## config.mk

```make
export PLATFORM = sky130hd
export DESIGN_NAME = aes_key_expand
export DESIGN_NICKNAME = d
export VERILOG_FILES = /design/src/rtl/aes_key_expand.sv
export SDC_FILE = /design/constraint.sdc
export NUM_CORES = 2
export LEC_CHECK = 0
export BUFFER_PORTS_ARGS = -buffer_cell sky130_fd_sc_hd__buf_2
export CELL_PAD_IN_SITES_DETAIL_PLACEMENT = 0
export CELL_PAD_IN_SITES_GLOBAL_PLACEMENT = 1
export CORE_ASPECT_RATIO = 1.4
export CORE_MARGIN = 2
export CORE_UTILIZATION = 30
export DETAILED_ROUTE_END_ITERATION = 10
export HOLD_SLACK_MARGIN = 0.03
export PLACE_DENSITY_LB_ADDON = 0.1
export SETUP_SLACK_MARGIN = 0.2
export SYNTH_ARGS = -nofsm -noshare
export SYNTH_HDL_FRONTEND = slang
export SYNTH_SLANG_ARGS = --single-unit
```

## constraint.sdc

```tcl
create_clock -name clk_i -period 4.5 [get_ports clk_i]
set_input_delay 0.225 -clock clk_i [delete_from_list [all_inputs] [get_ports clk_i]]
set_output_delay 0.225 -clock clk_i [all_outputs]
set_load 0.05 [all_outputs]
```

## src/rtl/aes_key_expand.sv

```systemverilog
// Iterative AES-128/256 round-key generator: one round key per step, forward or inverse.
// Build with AES_KEY_EXPAND_INV_EN defined to include the inverse (decryption-order) datapath.
module aes_sbox #(
  parameter string SBoxImpl = "lut"
) (
  input  logic [7:0] data_i,
  output logic [7:0] data_o
);

  function automatic logic [7:0] gf_mul(input logic [7:0] a, input logic [7:0] b);
    logic [7:0] p, aa;
    p  = '0;
    aa = a;
    for (int i = 0; i < 8; i++) begin
      if (b[i]) p = p ^ aa;
      aa = {aa[6:0], 1'b0} ^ (aa[7] ? 8'h1b : 8'h00);
    end
    return p;
  endfunction

  // x^254 is the multiplicative inverse in GF(2^8) (and maps 0 to 0), then the affine map
  function automatic logic [7:0] sbox_calc(input logic [7:0] x);
    logic [7:0] sq, r;
    sq = x;
    r  = 8'h01;
    for (int i = 0; i < 7; i++) begin
      sq = gf_mul(sq, sq);
      r  = gf_mul(r, sq);
    end
    return r ^ {r[6:0], r[7]} ^ {r[5:0], r[7:6]} ^ {r[4:0], r[7:5]} ^ {r[3:0], r[7:4]} ^ 8'h63;
  endfunction

  if (SBoxImpl == "lut") begin : g_lut
    localparam logic [2047:0] SBOX = {
      128'h637c777bf26b6fc53001672bfed7ab76, 128'hca82c97dfa5947f0add4a2af9ca472c0,
      128'hb7fd9326363ff7cc34a5e5f171d83115, 128'h04c723c31896059a071280e2eb27b275,
      128'h09832c1a1b6e5aa0523bd6b329e32f84, 128'h53d100ed20fcb15b6acbbe394a4c58cf,
      128'hd0efaafb434d338545f9027f503c9fa8, 128'h51a3408f929d38f5bcb6da2110fff3d2,
      128'hcd0c13ec5f974417c4a77e3d645d1973, 128'h60814fdc222a908846eeb814de5e0bdb,
      128'he0323a0a4906245cc2d3ac629195e479, 128'he7c8376d8dd54ea96c56f4ea657aae08,
      128'hba78252e1ca6b4c6e8dd741f4bbd8b8a, 128'h703eb5664803f60e613557b986c11d9e,
      128'he1f8981169d98e949b1e87e9ce5528df, 128'h8ca1890dbfe6426841992d0fb054bb16};
    // entry 0 sits in the top byte of the table
    assign data_o = SBOX[{~data_i, 3'b111} -: 8];
  end else begin : g_calc
    assign data_o = sbox_calc(data_i);
  end

endmodule

module aes_key_expand #(
  parameter string SBoxImpl = "lut"
) (
  input  logic         clk_i,
  input  logic         rst_ni,
  input  logic         clear_i,
  input  logic         load_i,
  input  logic         op_i,
  input  logic [2:0]   key_len_i,
  input  logic [255:0] key_i,
  input  logic         step_i,
  output logic [127:0] round_key_o,
  output logic [255:0] key_o,
  output logic [3:0]   round_o,
  output logic         done_o
);

  logic [255:0] key_q, key_d;
  logic [7:0]   rcon_q, rcon_d;
  logic         phase_q, len_q, done_q, inv, use_rot;
  logic [3:0]   round_q, nr;
  logic [31:0]  w [8];
  logic [31:0]  sbox_in, sbox_out, temp, n0, n1, n2, n3;

  function automatic logic [7:0] xtime(input logic [7:0] x);
    return {x[6:0], 1'b0} ^ (x[7] ? 8'h1b : 8'h00);
  endfunction

`ifdef AES_KEY_EXPAND_INV_EN
  logic        op_q;
  logic [31:0] p0, p1, p2, p3;
  assign inv = op_q;

  function automatic logic [7:0] div2(input logic [7:0] x);
    return x[0] ? ({1'b1, x[7:1]} ^ 8'h0d) : {1'b0, x[7:1]};
  endfunction
`else
  logic unused_op;
  assign unused_op = op_i;
  assign inv       = 1'b0;
`endif

  assign nr = len_q ? 4'd14 : 4'd10;

  always_comb begin
    for (int k = 0; k < 8; k++) w[k] = key_q[32*k +: 32];
    // 256-bit schedule alternates Rot+rcon and SubWord-only; inverse runs the phases mirrored
    use_rot = !len_q || (phase_q == inv);
    sbox_in = len_q ? w[7] : w[3];
`ifdef AES_KEY_EXPAND_INV_EN
    if (inv) sbox_in = len_q ? w[3] : (w[3] ^ w[2]);
`endif
  end

  for (genvar b = 0; b < 4; b++) begin : g_sbox
    aes_sbox #(.SBoxImpl(SBoxImpl)) u_sbox (
      .data_i(sbox_in[8*b +: 8]),
      .data_o(sbox_out[8*b +: 8])
    );
  end

  // SubWord commutes with RotWord, so rotate after the S-boxes
  assign temp = use_rot ? ({sbox_out[7:0], sbox_out[31:8]} ^ {24'h0, rcon_q}) : sbox_out;

  always_comb begin
    n0 = w[0] ^ temp;
    n1 = w[1] ^ n0;
    n2 = w[2] ^ n1;
    n3 = w[3] ^ n2;
    key_d  = len_q ? {n3, n2, n1, n0, w[7], w[6], w[5], w[4]}
                   : {w[7], w[6], w[5], w[4], n3, n2, n1, n0};
    rcon_d = use_rot ? xtime(rcon_q) : rcon_q;
`ifdef AES_KEY_EXPAND_INV_EN
    p1 = len_q ? (w[5] ^ w[4]) : (w[1] ^ w[0]);
    p2 = len_q ? (w[6] ^ w[5]) : (w[2] ^ w[1]);
    p3 = len_q ? (w[7] ^ w[6]) : (w[3] ^ w[2]);
    p0 = (len_q ? w[4] : w[0]) ^ temp;
    if (inv) begin
      key_d  = len_q ? {w[3], w[2], w[1], w[0], p3, p2, p1, p0}
                     : {w[7], w[6], w[5], w[4], p3, p2, p1, p0};
      rcon_d = use_rot ? div2(rcon_q) : rcon_q;
    end
`endif
  end

  always_ff @(posedge clk_i) begin
    if (!rst_ni) begin
      key_q   <= '0;
      rcon_q  <= 8'h01;
      phase_q <= 1'b0;
      round_q <= '0;
      done_q  <= 1'b0;
      len_q   <= 1'b0;
`ifdef AES_KEY_EXPAND_INV_EN
      op_q    <= 1'b0;
`endif
    end else if (clear_i) begin
      key_q   <= '0;
      rcon_q  <= 8'h01;
      phase_q <= 1'b0;
      round_q <= '0;
      done_q  <= 1'b0;
    end else if (load_i) begin
      key_q   <= key_i;
      phase_q <= 1'b0;
      round_q <= '0;
      done_q  <= 1'b0;
      len_q   <= (key_len_i == 3'b100);
`ifdef AES_KEY_EXPAND_INV_EN
      op_q    <= op_i;
      rcon_q  <= !op_i ? 8'h01 : ((key_len_i == 3'b100) ? 8'h40 : 8'h36);
`else
      rcon_q  <= 8'h01;
`endif
    end else if (step_i && !done_q) begin
      key_q   <= key_d;
      rcon_q  <= rcon_d;
      phase_q <= len_q & ~phase_q;
      round_q <= round_q + 4'd1;
      done_q  <= (round_q + 4'd1 == nr);
    end
  end

  assign round_key_o = key_q[127:0];
  assign key_o       = key_q;
  assign round_o     = round_q;
  assign done_o      = done_q;

endmodule
```

### Word-level counts from Yosys, hierarchy flattened

Index checks and enable logic that the tools add are counted.

* flip-flop bits (word level): 271
* input port bits: 265
* output and inout bits: 389
* word-level logic and storage cells: 46

* $add $sub $neg: 1
* equal/unequal tests: 2
* shifts and indexed selects: 4
* muxes and demuxes: 7
* bitwise operators: 14
* reduce and logical (&&, ||, !) cells: 11

Operators by type and width (number)
* 2055-bit by 12-bit variable part select with 8-bit output (first input constant): 4
* 256-bit two-way mux: 3
* 32-bit bitwise XOR: 4
* 32-bit two-way mux: 2
* 8-bit NOT: 4
* 32-bit by 8-bit bitwise XOR with 32-bit output: 1
* 8-bit by 5-bit bitwise XOR with 8-bit output: 1
* 2-bit AND reduction: 3
* 5-bit two-way mux: 1
* 4-bit by 1-bit adder with 4-bit output (second input constant): 1
* 4-bit == test: 1
* 2-bit nonzero test: 2
* 3-bit == test (second input constant): 1
* 3-bit two-way mux: 1
* 1-bit NOT: 3
* 3-bit OR reduction: 1
* 1-bit zero test: 2
* 2-bit OR reduction: 1
* 1-bit AND: 1
* 1-bit logical AND: 1
* 1-bit logical OR: 1

### Depth between registers and ports, before layout

* word-level depth: 12
* depth in mapped cells: 23
* mapped depth without buffers: 15

### Cells and area by module

A second synthesis with hierarchy kept.

* cell total of the unflattened synthesis: 4412
* area total of the unflattened synthesis: 30902.1 sq um

By module, submodules not included
* aes_key_expand: instances 1, cells each 2208, area an instance 17159.0 sq um, sequential area each 5425.2 sq um
* aes_sbox: instances 4, cells each 551, area an instance 3435.8 sq um, sequential area each 0.0 sq um

### Worst setup path after synthesis

Ideal clock, no wire load.

* path type: register to register
* from: register len_q
* to: register key_q[97] (netlist: key_o[97])
* setup time: 0.122 ns
* arrival time: 4.444 ns
* data required time: 4.378 ns
* path slack: -0.066 ns
* cell stages (with the launch flop): 23
* path buffers: 7
* clock period less this slack: 4.566 ns
* cells stage by stage: dfxtp_1 buf_6 buf_6 buf_8 buf_12 buf_6 mux2i_2 inv_1 buf_6 ha_1 clkbuf_1 nor2b_1 o22ai_4 a21oi_1 a2111oi_0 a311oi_1 o41a_1 or2_1 a221o_2 xnor2_1 o21ai_0 a21oi_1 o311a_1

* word-level cells in the longest chain between the ends: 12
* elaborated cells on any way between the ends: 16
* those cells by class: shift (2); mux (5); bitwise (7); reduce/logical (2)

Ends and longest elaborated chain
* from (decl): RTL line 70 `logic phase_q, len_q, done_q, inv, use_rot;`
* from (signal assigned): RTL line 158 `len_q <= (key_len_i == 3'b100);`
* 32-bit two-way mux: RTL line 99 `sbox_in = len_q ? w[7] : w[3];`
* 8-bit NOT: RTL line 44 `assign data_o = SBOX[{~data_i, 3'b111} -: 8];`
* 2055-bit by 12-bit variable part select with 8-bit output: RTL line 44
* 32-bit by 8-bit bitwise XOR with 32-bit output: RTL line 113 `assign temp = use_rot ? ({sbox_out[7:0], sbox_out[31:8]} ^ {24'h0, rcon_q}) : sbox_out;`
* 32-bit two-way mux: RTL line 113
* 32-bit bitwise XOR: RTL line 116 `n0 = w[0] ^ temp;`
* 32-bit bitwise XOR: RTL line 117 `n1 = w[1] ^ n0;`
* 32-bit bitwise XOR: RTL line 118 `n2 = w[2] ^ n1;`
* 32-bit bitwise XOR: RTL line 119 `n3 = w[3] ^ n2;`
* 256-bit two-way mux *: RTL line 120 `key_d = len_q ? {n3, n2, n1, n0, w[7], w[6], w[5], w[4]}`
* 256-bit two-way mux *: RTL line 165 `end else if (step_i && !done_q) begin`
* 256-bit two-way mux *: RTL line 153 `end else if (load_i) begin`
* to (signal assigned): RTL line 154 `key_q <= key_i;`
* to (signal assigned): RTL line 166 `key_q <= key_d;`
* to (decl): RTL line 68 `logic [255:0] key_q, key_d;`

Mark *: on every way between the ends. The rest lies on a longest branch, timed or not. The select of a mux whose other input is x is not followed.
A chain may end at the register's enable or synchronous reset.

### Worst setup path in the final report

Ends and elaborated chain as after synthesis.

==> results by group <==
Yosys
  • Synth Area per Inst: 6.99 um2
  • Cell count after synthesis: 4917
  • Mapped Nets: 5240
  • YS warnings: 0
  • Top FF cell, synth: dfxtp_1
  • Sequential area share after synthesis: 0.158
  • Flops & latches, synth: 271
  • EDFF count, synth: 0
  • Post-synth ARST share: 0
  • Synth unique cells: 114
  • Mapped Area: 34400 um2

Worst setup path
  • Worst-case reg-to-reg path depth: 18
  • CP max FO: 13
  • Critical path arrival: 5.16 ns
  • Worst Setup Path Type: reg -> reg
  • Worst Path Required: 5.00 ns
  • Crit end category: flip-flop
  • Reg2reg end: key_o[97]
  • FF-to-FF setup slack: -0.16 ns
  • Crit start category: flip-flop
  • Reg-to-Reg Start: len_q

CTS
  • CTS Buffer Depth: 3
  • H-tree Lvls: 2
  • Clock Sinks: 271
  • TritonCTS Buffers: 36
  • CTS tree: built
  • Skew-Pair Late Insertion Delay: 0.64 ns
  • Clock Tree Root: clkbuf_16
  • Clk slew on worst S/H paths: 0.06 ns

Min path
  • Hold path depth: 3
  • Hold crit path type: in -> reg
  • Hold Crit Start: key_i[117]
  • Worst Hold End: key_o[117]

STA
  • RSZ-0062 raised after global routing: true
  • # setup viols final: 10
  • Final hold violation count: 0
  • Max Freq: 215 MHz
  • Slew @ Worst Pin: 1.20 ns
  • Skew final: 0.0432 ns
  • Max_slew headroom: 0.198
  • Slew Viols, Final: 0
  • Final worst path period need: 4.66 ns
  • PnR worst setup slack: -0.159 ns
  • Tcrit/Tclk final: 1.04

Floorplan
  • Starting Density: 0.303
  • Die height: 405 um
  • Row cnt: 146
  • Die area: 117000 um2
  • I/O pins: 654
  • Core area: 113000 um2
  • Die W: 290 um

Run
  • Max Cap Violations: 0

Power and ir drop
  • Leak: 23.2 nW
  • Worst vdd ir: 0.279 mV
  • Power per cell area: 291 nW/um2

Final layout
  • Final instance area: 54500 um2
  • Register area: 5430 um2
  • Final Util: 0.481
  • Final non-filler cell total: 8002
  • Multi-input logic area: 28500 um2
  • FILL cells: 11500
  • Share of layout cells above drive strength 1: 0.395
  • Layout area overhead: 58.6%
  • Nets: 6802

Placed design
  • Placer Congestion: 1.09
  • DP Area: 45800 um2
  • Number of port buffers: 652
  • Dpl cells: 7529
  • Dpl hpwl: 212 mm

GRT
  • Vias in the first global route: 48000
  • Largest net degree at the start of global routing: 136
  • Total grt overflow: 0
  • First-pass GRT wire length: 380 mm
  • GRT Resource Usage Total: 0.449
  • Initial antenna violation count: 23

Drt
  • Drt first pass iters: 6
  • DRT antenna net count: 0
  • Initial DRC count: 6168
  • Wirelength per Cell: 35.0 um
  • Post-Route WL: 280 mm
  • Drt drc: 0
  • DR vias: 51000
  • Avg Vias per Cell: 6.38

Run status
  • Failing checks: setup timing
  • Run status: finished with violations
[logic make-up after synthesis]
kind of cell             synth area share
AO/OA/AOI/OAI                       0.390
XOR/XNOR                           0.0661
adder cells (fa/ha/maj)            0.0211
buffers and inverters               0.108
flip-flops                          0.158
multiplexers                       0.0585
AND/OR/NAND/NOR                     0.199
[critical path, cell delays in order (launching register included)]
cell and delay, ns:
dfxtp_4 0.42, mux2i_1 0.24, buf_4 0.21, buf_4 0.14, ha_4 0.22, buf_4 0.16, buf_12 0.15, inv_1 0.07
a22oi_1 0.18, a2111oi_4 0.38, buf_4 0.19, a311oi_2 0.05, o41a_1 0.58, or2_1 0.32, a221o_2 0.48, xnor2_1 0.16
o21ai_1 0.15, a21oi_1 0.06, o311a_1 0.36
[cells in the final DEF, fill, tap and decap left out, types with 70 or more instances in the layout]
| cell type | n |
|---|---|
| o21ai_1 | 70 |
| mux2i_1 | 109 |
| dlygate4sd3_1 | 250 |
| dfxtp_1 | 267 |
| xnor2_1 | 83 |
| nor3_1 | 125 |
| nand2_1 | 444 |
| a211oi_1 | 95 |
| buf_12 | 83 |
| o21ai_0 | 373 |
| a21oi_1 | 391 |
| nand3_1 | 122 |
| o211ai_1 | 131 |
| buf_2 | 651 |
| o22ai_1 | 88 |
| buf_4 | 1087 |
| nor2_1 | 366 |
| buf_6 | 85 |
[cell type report]
cell class | count | area share
clock buffer | 45 | 0.0181
multi-input combinational | 3904 | 0.522
timing repair buffer | 2184 | 0.316
inverter | 82 | 0.00654
clock inverter | 16 | 0.00333
tap | 1480 | 0.0340
antenna | 20 | 0.000918
sequential | 271 | 0.0996
[power breakdown]
part | internal (mW) | leakage, nW | switching (mW)
sequential | 2.52 | 2.22 | 0.301
combinational | 4.12 | 20.4 | 5.78
clock | 1.68 | 0.577 | 1.45
total | 8.33 | 23.2 | 7.53
[flip-flops by register name, summed over array words and instances, names as in the netlist]
register	flops
rcon_q	8
phase_q	1
done_o	1
key_o	256
round_o	4
len_q	1
[Yosys cell counts, drive strengths merged (41+ instances only)]
library cell | count | area (um2)
a211oi | 127 | 953
a21oi | 420 | 2110
a221oi | 59 | 517
a22oi | 66 | 495
a31oi | 58 | 384
buf | 329 | 2160
clkbuf | 331 | 1240
dfxtp | 271 | 5430
ha | 58 | 726
inv | 79 | 297
mux2i | 141 | 1520
nand2 | 469 | 1760
nand2b | 61 | 389
nand3 | 122 | 611
nor2 | 394 | 1480
nor2b | 73 | 457
nor3 | 144 | 726
o211a | 41 | 410
o211ai | 131 | 983
o21ai | 467 | 2360
o221ai | 50 | 438
o22ai | 101 | 646
o311ai | 47 | 412
xnor2 | 116 | 1100
xor2 | 73 | 669
[routing by layer]
metal | up-vias | GRT usage | share of wire
met4 | 12 | 0.369 | 0.11
met2 | 3686 | 0.716 | 0.44
met5 | - | 0 | 0.00027
met1 | 24700 | 0.511 | 0.36
met3 | 1152 | 0.111 | 0.096
li1 | 21500 | - | -
[per-stage QoR]
| step | power [mW] | hold WS [ns] | setup WS (ns) | setup TNS (ns) |
|---|---|---|---|---|
| after floorplan | 6.91 | 0.324 | 0.113 | 0 |
| after global placement | 11.1 | 0.418 | -0.925 | -48.88 |
| after detailed placement | 11.0 | 0.422 | -0.927 | -49.48 |
| after CTS | 14.9 | 0.0316 | -0.0715 | -0.357 |
| after global routing | 16.2 | 0.0590 | -0.204 | -1.24 |
| final | 15.9 | 0.0467 | -0.159 | -0.524 |
[worst max path at each step]
stage / startpoint / to / slack (ns)
4_1_cts: len_q / key_o[97] / -0.07
2_1_floorplan: len_q / key_o[97] / 0.11
6_report: len_q / key_o[97] / -0.16
3_5_place_dp: len_q / key_o[233] / -0.93
3_3_place_gp: len_q / key_o[233] / -0.93
5_1_grt: len_q / key_o[97] / -0.20
[repair_timing]
item,in CTS,in global routing
gates cloned,8,6
hold buffers,250,0
setup buffers,55,73
endpoints found under the setup margin,238,212
hold endpoints to repair,249,0
gates resized for setup,360,436
pin swaps,81,127
(Power assumes the default switching activity.)
